==> src/rtl/spi_cmd_master.sv <==
// spi_cmd_master: SPI mode-0 command master.
// Shifts a command word, then an optional data word, MSB-first.
module spi_cmd_master #(
    parameter int CMD_W    = 32,
    parameter int DATA_W   = 32,
    parameter int HALF_DIV = 4
) (
    input  logic              clk,
    input  logic              rst_n,
    input  logic              start_i,
    input  logic [CMD_W-1:0]  cmd_i,
    input  logic [DATA_W-1:0] data_i,
    input  logic              rd_i,
    input  logic              cmd_only_i,
    output logic              busy_o,
    output logic              done_o,
    output logic [DATA_W-1:0] rdata_o,
    output logic              spi_sck_o,
    output logic              spi_scs_o,
    output logic              spi_sdo_o,
    input  logic              spi_sdi_i
);

    localparam int TW = CMD_W + DATA_W;
    localparam int BW = $clog2(TW + 1);
    localparam int CW = (HALF_DIV > 1) ? $clog2(HALF_DIV) : 1;

    localparam logic [CW-1:0] CNT_MAX  = CW'(HALF_DIV - 1);
    localparam logic [BW-1:0] CMD_N    = BW'(CMD_W);
    localparam logic [BW-1:0] CMD_LAST = BW'(CMD_W - 1);
    localparam logic [BW-1:0] ALL_LAST = BW'(TW - 1);

    localparam logic [2:0] S_IDLE = 3'd0;
    localparam logic [2:0] S_LOW  = 3'd1;
    localparam logic [2:0] S_HIGH = 3'd2;
    localparam logic [2:0] S_HOLD = 3'd3;
    localparam logic [2:0] S_GAP  = 3'd4;

    logic [2:0]        state_q, state_d;
    logic [CW-1:0]     cnt_q, cnt_d;
    logic [BW-1:0]     bit_q, bit_d;
    logic [TW-1:0]     tx_q, tx_d;
    logic [TW-1:0]     rx_q, rx_d;
    logic              rd_q, rd_d;
    logic              co_q, co_d;
    logic              sck_q, sck_d;
    logic              scs_q, scs_d;
    logic              sdo_q, sdo_d;
    logic              busy_q, busy_d;
    logic              done_q, done_d;
    logic [DATA_W-1:0] rdata_q, rdata_d;

    logic              cnt_end;
    logic              last_bit;
    logic [BW-1:0]     next_bit;

    assign cnt_end  = (cnt_q == CNT_MAX);
    assign last_bit = (bit_q == (co_q ? CMD_LAST : ALL_LAST));
    assign next_bit = bit_q + 1'b1;

    // Next-state logic: frame sequencing, shifting and capture.
    always_comb begin
        state_d = state_q;
        cnt_d   = cnt_q;
        bit_d   = bit_q;
        tx_d    = tx_q;
        rx_d    = rx_q;
        rd_d    = rd_q;
        co_d    = co_q;
        sck_d   = sck_q;
        scs_d   = scs_q;
        sdo_d   = sdo_q;
        busy_d  = busy_q;
        done_d  = 1'b0;
        rdata_d = rdata_q;
        unique case (state_q)
            S_IDLE: begin
                if (start_i) begin
                    tx_d    = {cmd_i, data_i} << 1;
                    rx_d    = '0;
                    rd_d    = rd_i;
                    co_d    = cmd_only_i;
                    sdo_d   = cmd_i[CMD_W-1];
                    scs_d   = 1'b0;
                    busy_d  = 1'b1;
                    cnt_d   = '0;
                    bit_d   = '0;
                    state_d = S_LOW;
                end
            end
            S_LOW: begin
                if (cnt_end) begin
                    cnt_d   = '0;
                    sck_d   = 1'b1;
                    state_d = S_HIGH;
                    if (rd_q && (bit_q >= CMD_N)) begin
                        rx_d = {rx_q[TW-2:0], spi_sdi_i};
                    end
                end else begin
                    cnt_d = cnt_q + 1'b1;
                end
            end
            S_HIGH: begin
                if (cnt_end) begin
                    cnt_d = '0;
                    sck_d = 1'b0;
                    if (last_bit) begin
                        state_d = S_HOLD;
                    end else begin
                        // Read frames keep SDO low for the whole data phase.
                        bit_d   = next_bit;
                        sdo_d   = tx_q[TW-1] & ~(rd_q && (next_bit >= CMD_N));
                        tx_d    = tx_q << 1;
                        state_d = S_LOW;
                    end
                end else begin
                    cnt_d = cnt_q + 1'b1;
                end
            end
            S_HOLD: begin
                if (cnt_end) begin
                    cnt_d   = '0;
                    scs_d   = 1'b1;
                    sdo_d   = 1'b0;
                    done_d  = 1'b1;
                    state_d = S_GAP;
                    if (rd_q && !co_q) begin
                        rdata_d = rx_q[DATA_W-1:0];
                    end
                end else begin
                    cnt_d = cnt_q + 1'b1;
                end
            end
            S_GAP: begin
                if (cnt_end) begin
                    cnt_d   = '0;
                    busy_d  = 1'b0;
                    state_d = S_IDLE;
                end else begin
                    cnt_d = cnt_q + 1'b1;
                end
            end
            default: begin
                state_d = S_IDLE;
            end
        endcase
    end

    // State registers; reset abandons any frame in flight.
    always_ff @(posedge clk or negedge rst_n) begin
        if (!rst_n) begin
            state_q <= S_IDLE;
            cnt_q   <= '0;
            bit_q   <= '0;
            tx_q    <= '0;
            rx_q    <= '0;
            rd_q    <= 1'b0;
            co_q    <= 1'b0;
            sck_q   <= 1'b0;
            scs_q   <= 1'b1;
            sdo_q   <= 1'b0;
            busy_q  <= 1'b0;
            done_q  <= 1'b0;
            rdata_q <= '0;
        end else begin
            state_q <= state_d;
            cnt_q   <= cnt_d;
            bit_q   <= bit_d;
            tx_q    <= tx_d;
            rx_q    <= rx_d;
            rd_q    <= rd_d;
            co_q    <= co_d;
            sck_q   <= sck_d;
            scs_q   <= scs_d;
            sdo_q   <= sdo_d;
            busy_q  <= busy_d;
            done_q  <= done_d;
            rdata_q <= rdata_d;
        end
    end

    assign busy_o    = busy_q;
    assign done_o    = done_q;
    assign rdata_o   = rdata_q;
    assign spi_sck_o = sck_q;
    assign spi_scs_o = scs_q;
    assign spi_sdo_o = sdo_q;

endmodule
==> config.mk <==
export PLATFORM = sky130hd
export DESIGN_NAME = spi_cmd_master
export DESIGN_NICKNAME = d
export VERILOG_FILES = /design/src/rtl/spi_cmd_master.sv
export SDC_FILE = /design/constraint.sdc
export NUM_CORES = 1
export LEC_CHECK = 0
export BUFFER_PORTS_ARGS = -buffer_cell sky130_fd_sc_hd__buf_2
export CORE_MARGIN = 2
export CORE_UTILIZATION = 51
export DETAILED_ROUTE_END_ITERATION = 6
export MAX_ROUTING_LAYER = met4
export PLACE_DENSITY = 0.85
export SYNTH_ARGS = -nofsm -noshare
export SYNTH_HDL_FRONTEND = slang
export SYNTH_SLANG_ARGS = --single-unit
==> constraint.sdc <==
create_clock -name clk -period 1.9 [get_ports clk]
set_clock_uncertainty 0.2 [all_clocks]
set_input_delay 0.095 -clock clk [delete_from_list [all_inputs] [get_ports clk]]
set_output_delay 0.095 -clock clk [all_outputs]
set_load 0.03 [all_outputs]
==> results of run 1 <==
==> per-layer routing <==
layer  global-route usage  vias to the layer above  wire (um)
met5                    -                        -          0
met4                0.114                        0       1070
met3               0.0585                      117       1410
met2                0.458                      351      11900
met1                0.319                     3041       8620
li1                     -                     2592          -
==> through the flow <==
stage,area (um^2),std cells
after detailed placement,7700,880
after CTS,9080,984
after global placement,7700,880
final,9900,1010
after floorplan,6850,607
after global routing,9900,1010
==> worst max path at each step <==
stage,end,slack (ps),cells past startpoint
5_1_grt,tx_q[62],-190,6
2_1_floorplan,tx_q[11],-20,8
4_1_cts,tx_q[61],-40,5
3_3_place_gp,tx_q[15],-50,6
3_5_place_dp,tx_q[42],-180,6
6_report,cnt_q[0],-160,5
==> flip-flops by register name (all words and copies together), names as in the netlist <==
signal     cells
tx_q          63
rdata_o       32
rx_q          32
bit_q          7
state_q        3
cnt_q          2
busy_o         1
co_q           1
done_o         1
rd_q           1
spi_sck_o      1
spi_scs_o      1
spi_sdo_o      1
==> cells by family after synthesis <==
family          synth area share
simple gates              0.0768
buf+inv                   0.0565
fa+ha+maj                0.00549
flops                      0.534
mux                        0.148
compound gates             0.176
xor+xnor                 0.00256
==> synthesized netlist by cell type (2+ instances only) <==
cell type | number | area [um^2]
dfrtp_1 | 145 | 3630
o21ai_0 | 89 | 445
buf_6 | 6 | 67.6
clkbuf_2 | 3 | 15.0
o21ai_2 | 40 | 350
nand3_1 | 6 | 30.0
nor2_1 | 4 | 15.0
nand2_1 | 72 | 270
nand4_1 | 2 | 12.5
o31ai_1 | 3 | 22.5
inv_1 | 5 | 18.8
buf_12 | 5 | 100
a21oi_1 | 7 | 35.0
a211o_1 | 2 | 17.5
nor3b_1 | 2 | 15.0
o21ai_1 | 41 | 205
buf_4 | 5 | 37.5
buf_2 | 13 | 65.1
clkbuf_1 | 16 | 60.1
a211oi_1 | 2 | 15.0
mux2_2 | 33 | 372
or2_2 | 2 | 12.5
a22o_1 | 2 | 17.5
ha_1 | 3 | 37.5
and3_1 | 3 | 18.8
mux2i_1 | 63 | 631
nand2b_1 | 5 | 31.3
==> worst reg2reg max path: stages (launching register included) <==
cell	delay (ps)
dfrtp_2	460
buf_4	190
or2_2	400
nor3_1	420
a21oi_1	140
a21oi_1	170
==> cell type report <==
class,instances,share of cell area
timing repair buffer,245,0.221
clock inverter,6,0.00809
inverter,5,0.00190
sequential,146,0.370
clock buffer,25,0.0480
tap,176,0.0223
multi-input combinational,407,0.329
==> power by group through the flow <==
| stage | Sequential (mW) | Combinational [mW] | Clock, mW |
|---|---|---|---|
| global route | 3.44 | 0.666 | 3.42 |
| floorplan | 3.41 | 0.225 | 0 |
| CTS | 3.40 | 0.537 | 3.22 |
| finish | 3.43 | 0.603 | 3.26 |
| detailed placement | 3.45 | 0.423 | 0 |
| global placement | 3.43 | 0.394 | 0 |
==> what timing repair did <==
item | 4_1_cts | 5_1_grt
hold buffers | 68 | 0
hold endpoints to repair | 212 | 0
buffers inserted | 3 | 10
cloned | 2 | 16
endpoints found under the setup margin | 135 | 137
pin swaps | 2 | 10
gates resized for setup | 50 | 148
==> impl_metrics.yaml, run 1 <==
detailed_routing:
  drtIter0Drc: 612
  vias: 6101
  wl_um: 23000
  remaining_drc_errors: 0
  ant_nets: 0
  viasPerCell: 6.04
  wl_per_cell_um: 22.8
  dr.pass1.iters: 5
cells_and_area:
  multi_input_area_um2: 3260
  syn_to_final_growth_pct: 44.7
  seqCellArea_um2: 3660
  finalNetCount: 895
  diodes: 0
  final_common_cell: "dfrtp_1"
  final_util: 0.750
  mostFrequentLayoutCells: "dfrtp_1, buf_2, o21ai_2"
  drive_above_1_share: 0.421
  fill_cells: 766
timing:
  fin_tns_setup_ps: -7300
  drv_slew: 0
  fin_crit_ps: 2060
  max-slew-margin-rel: 0.650
  whs_ps: -19.7
  worst-slew-pin-transition_ps: 525
  fin_crit_sh: 1.08
  timing.final.ws_setup_ps: -156
  fmax_mhz: 486
  hold_viol: 5
  setup_violations: 125
  rsz0062_at_grt: "true"
power:
  p_int_mw: 5.56
  p_switching_mw: 1.74
  power_density_nw_per_um2: 737
  power.share.switching: 0.238
  p_leak_nw: 4.46
  combPwrFrac: 0.083
  fin_total_pwr_mw: 7.30
  ir_drop_mv: 0.751
  clkPwrFrac: 0.447
  p_seq_frac: 0.471
clock_network:
  cts_tree: "done"
  cts_htree_levels: 4
  ctsLongestPathBuffers: 2
  path_clk_slew_ps: 60
  clk-insertion-delay-late_ps: 430
  numCtsBuffers: 17
  root_buffer: "clkbuf_16"
  cts.sinks: 146
grt:
  grt_pass1_vias: 5867
  grt_pass1_wl_um: 29600
  grtUsageTotal: 0.273
  grt_antenna_before_repair: 0
  grt_overflow: 0
  grt_max_degree: 70
logic_synthesis:
  synth-main-ff-cell: "dfrtp_1"
  yosys_warnings: 0
  avgSynthCellArea_um2: 11.3
  ys_ff_latch: 146
  synthDistinctLibCells: 55
  synth_fp_nets: 680
  syn_area_um2: 6840
  ys_async_sr_fraction: 1.00
  synth_edf_count: 0
  postSynthCellCount: 607
  seq_area_frac_synth: 0.534
placement:
  gp_congestion: 0.886
  place_ws_ps: -177
  port_buffers: 106
  dp_hpwl_um: 9730
hold_path:
  hold_depth: 5
  min_to: "bit_q[6]"
  hold_start: "start_i"
  hp-class: "input port to flip-flop"
worst_setup_path:
  crit_chain: "buf_4, or2_2, nor3_1, a21oi_1, a21oi_1"
  cpMostUsedCell: "a21oi_1"
  cp_max_fo: 8
  cp_top_family: "simple AND/OR/NAND/NOR gates"
  endpoint_kind: "flip-flop"
  critPathBufInv: 1
  path_class: "flip-flop to flip-flop"
  startpoint_type: "flip-flop"
  r2r_cells: 5
  r2r_start: "state_q[1]"
  regToRegSetupSlack_ps: -160
  arrival_ps: 2200
  critPathMaxStageDelay_ps: 460
  r2r-end: "cnt_q[0]"
  setup.worst_path.start: "state_q[1]"
  crit_slowest_cell: "dfrtp_2"
  required_ps: 2050
outcome:
  status: "complete, but fails checks"
  violations: "negative hold slack, negative setup slack"
run:
  cap_viol_max_count: 0
floorplan:
  rows: 42
  die_area_um2: 14400
  die_w_um: 120
  initial_core_util: 0.519
  pin_count: 107
  die_h_um: 120
  core_um2: 13200
No activity file was read; power rests on OpenSTA's default activity.
==> inputs of run 2 (changes only) <==
- BUFFER_PORTS_ARGS: -buffer_cell sky130_fd_sc_hd__buf_2 -> default
- CORE_UTILIZATION: 51 -> 57
- CTS_CLUSTER_SIZE: default -> 40
- DONT_BUFFER_PORTS: default -> 1
- PLACE_DENSITY: 0.85 -> 0.84
==> impl_metrics.yaml, run 2 (synthesis gave the netlist of run 1 again) <==
outcome:
  status: "complete, but fails checks"
  violations: "negative hold slack, negative setup slack"
clock_network:
  numCtsBuffers: 17
  ctsLongestPathBuffers: 2
  clk-insertion-delay-late_ps: 430
  ctsHoldBuffers: 68
  cts_htree_levels: 4
  cts_tree: "done"
  root_buffer: "clkbuf_16"
  path_clk_slew_ps: 70
  cts.sinks: 146
cells_and_area:
  final_util: 0.773
  finalNetCount: 777
  mostFrequentLayoutCells: "dfrtp_1, o21ai_1, dlygate4sd3_1"
  drive_above_1_share: 0.349
  diodes: 0
  largest_reg_flops: 63
  final_common_cell: "dfrtp_1"
  final_area_um2: 9170
  syn_to_final_growth_pct: 34.0
  fin_cells: 864
  regMostFlops: "tx_q"
grt:
  grt_overflow: 0
  grt_pass1_vias: 5470
  grt_antenna_before_repair: 0
  grt_pass1_wl_um: 27400
  grtUsageTotal: 0.281
  grt_max_degree: 147
power:
  p_int_mw: 5.41
  power.share.switching: 0.257
  p_seq_frac: 0.473
  p_leak_nw: 3.91
  clkPwrFrac: 0.459
  power_density_nw_per_um2: 794
  combPwrFrac: 0.069
  ir_drop_mv: 0.642
  p_switching_mw: 1.87
timing:
  drv_slew: 0
  worst-slew-pin-transition_ps: 429
  fin_crit_sh: 1.06
  whs_ps: -831
  timing.final.ws_setup_ps: -108
  hold_viol: 146
  setup_violations: 100
  fin_crit_ps: 2010
  max-slew-margin-rel: 0.714
  rsz0062_at_grt: "true"
  fmax_mhz: 498
worst_setup_path:
  cp_max_fo: 31
  arrival_ps: 2110
  r2r_start: "cnt_q[0]"
  r2r_cells: 6
  endpoint_kind: "flip-flop"
  path_class: "flip-flop to flip-flop"
  startpoint_type: "flip-flop"
  r2r-end: "tx_q[2]"
  required_ps: 2000
  regToRegSetupSlack_ps: -110
run:
  cap_viol_max_count: 0
floorplan:
  rows: 40
  die_h_um: 114
  initial_core_util: 0.577
  die_w_um: 114
  pin_count: 107
  die_area_um2: 12900
  core_um2: 11900
hold_path:
  hp-class: "input port to asynchronous set/reset pin"
detailed_routing:
  ant_nets: 0
  remaining_drc_errors: 0
  wl_per_cell_um: 23.3
  drtIter0Drc: 506
  viasPerCell: 6.38
  vias: 5508
  wl_um: 20100
  dr.pass1.iters: 5
placement:
  dp_hpwl_um: 9350
  gp_congestion: 0.822
  placed_area_um2: 7080
  placed_cells: 742
  port_buffers: 0
-- run 2: repair_timing --
action                                  4_1_cts  5_1_grt
endpoints found under the hold margin       221      146
setup buffers                                 3        9
endpoints found under the setup margin      137      134
gates cloned                                  0       10
resized for setup                            38      147
pin swaps                                     1       10
-- run 2: power by group through the flow --
stage	logic, mW	clock network, mW	registers, mW
2_1_floorplan	0.225	0	3.41
3_3_place_gp	0.243	0	3.44
3_5_place_dp	0.270	0	3.45
4_1_cts	0.405	3.35	3.40
5_1_grt	0.547	3.48	3.45
6_report	0.501	3.34	3.44
-- run 2: worst max path at each step --
stage | start | end | slack, ps | depth (start not counted)
finish | cnt_q[0] | tx_q[2] | -110 | 6
global route | cnt_q[1] | rx_q[25] | -160 | 7
CTS | cnt_q[1] | bit_q[2] | -40 | 6
detailed placement | cnt_q[1] | tx_q[58] | -190 | 6
global placement | cnt_q[1] | tx_q[44] | -100 | 6
floorplan | bit_q[0] | tx_q[11] | -20 | 8
-- run 2: through the flow --
step | TNS, ps | setup slack, ps | hold slack (ps) | total power, mW
after floorplan | -932 | -19.3 | -401 | 3.64
after global placement | -6380 | -98.3 | -391 | 3.69
after detailed placement | -14500 | -186 | -392 | 3.73
after CTS | -672 | -39.4 | -853 | 7.16
after global routing | -11870 | -164 | -852 | 7.48
final | -3640 | -108 | -831 | 7.28
-- run 2: per-layer routing --
metal | global-route usage | wire length, um
met1 | 0.323 | 7330
met2 | 0.465 | 10800
met3 | 0.0632 | 1190
met4 | 0.147 | 818
met5 | - | 0
-- run 2: layout make-up --
cell class | instances | area [um^2]
inverters | 5 | 18.8
flip-flops and latches | 146 | 3660
multi-input cells | 407 | 3290
clock inverters | 14 | 146
repair buffers | 127 | 1430
clock buffers | 18 | 439
fillers | 643 | 2700
well taps | 147 | 184
-- run 2: worst max-delay path, stage by stage, from the launching register on --
cell and delay (ps):
dfrtp_1 390, ha_4 220, nand2_4 90, a211o_4 370
buf_6 190, o21ai_0 320, o21ai_2 90
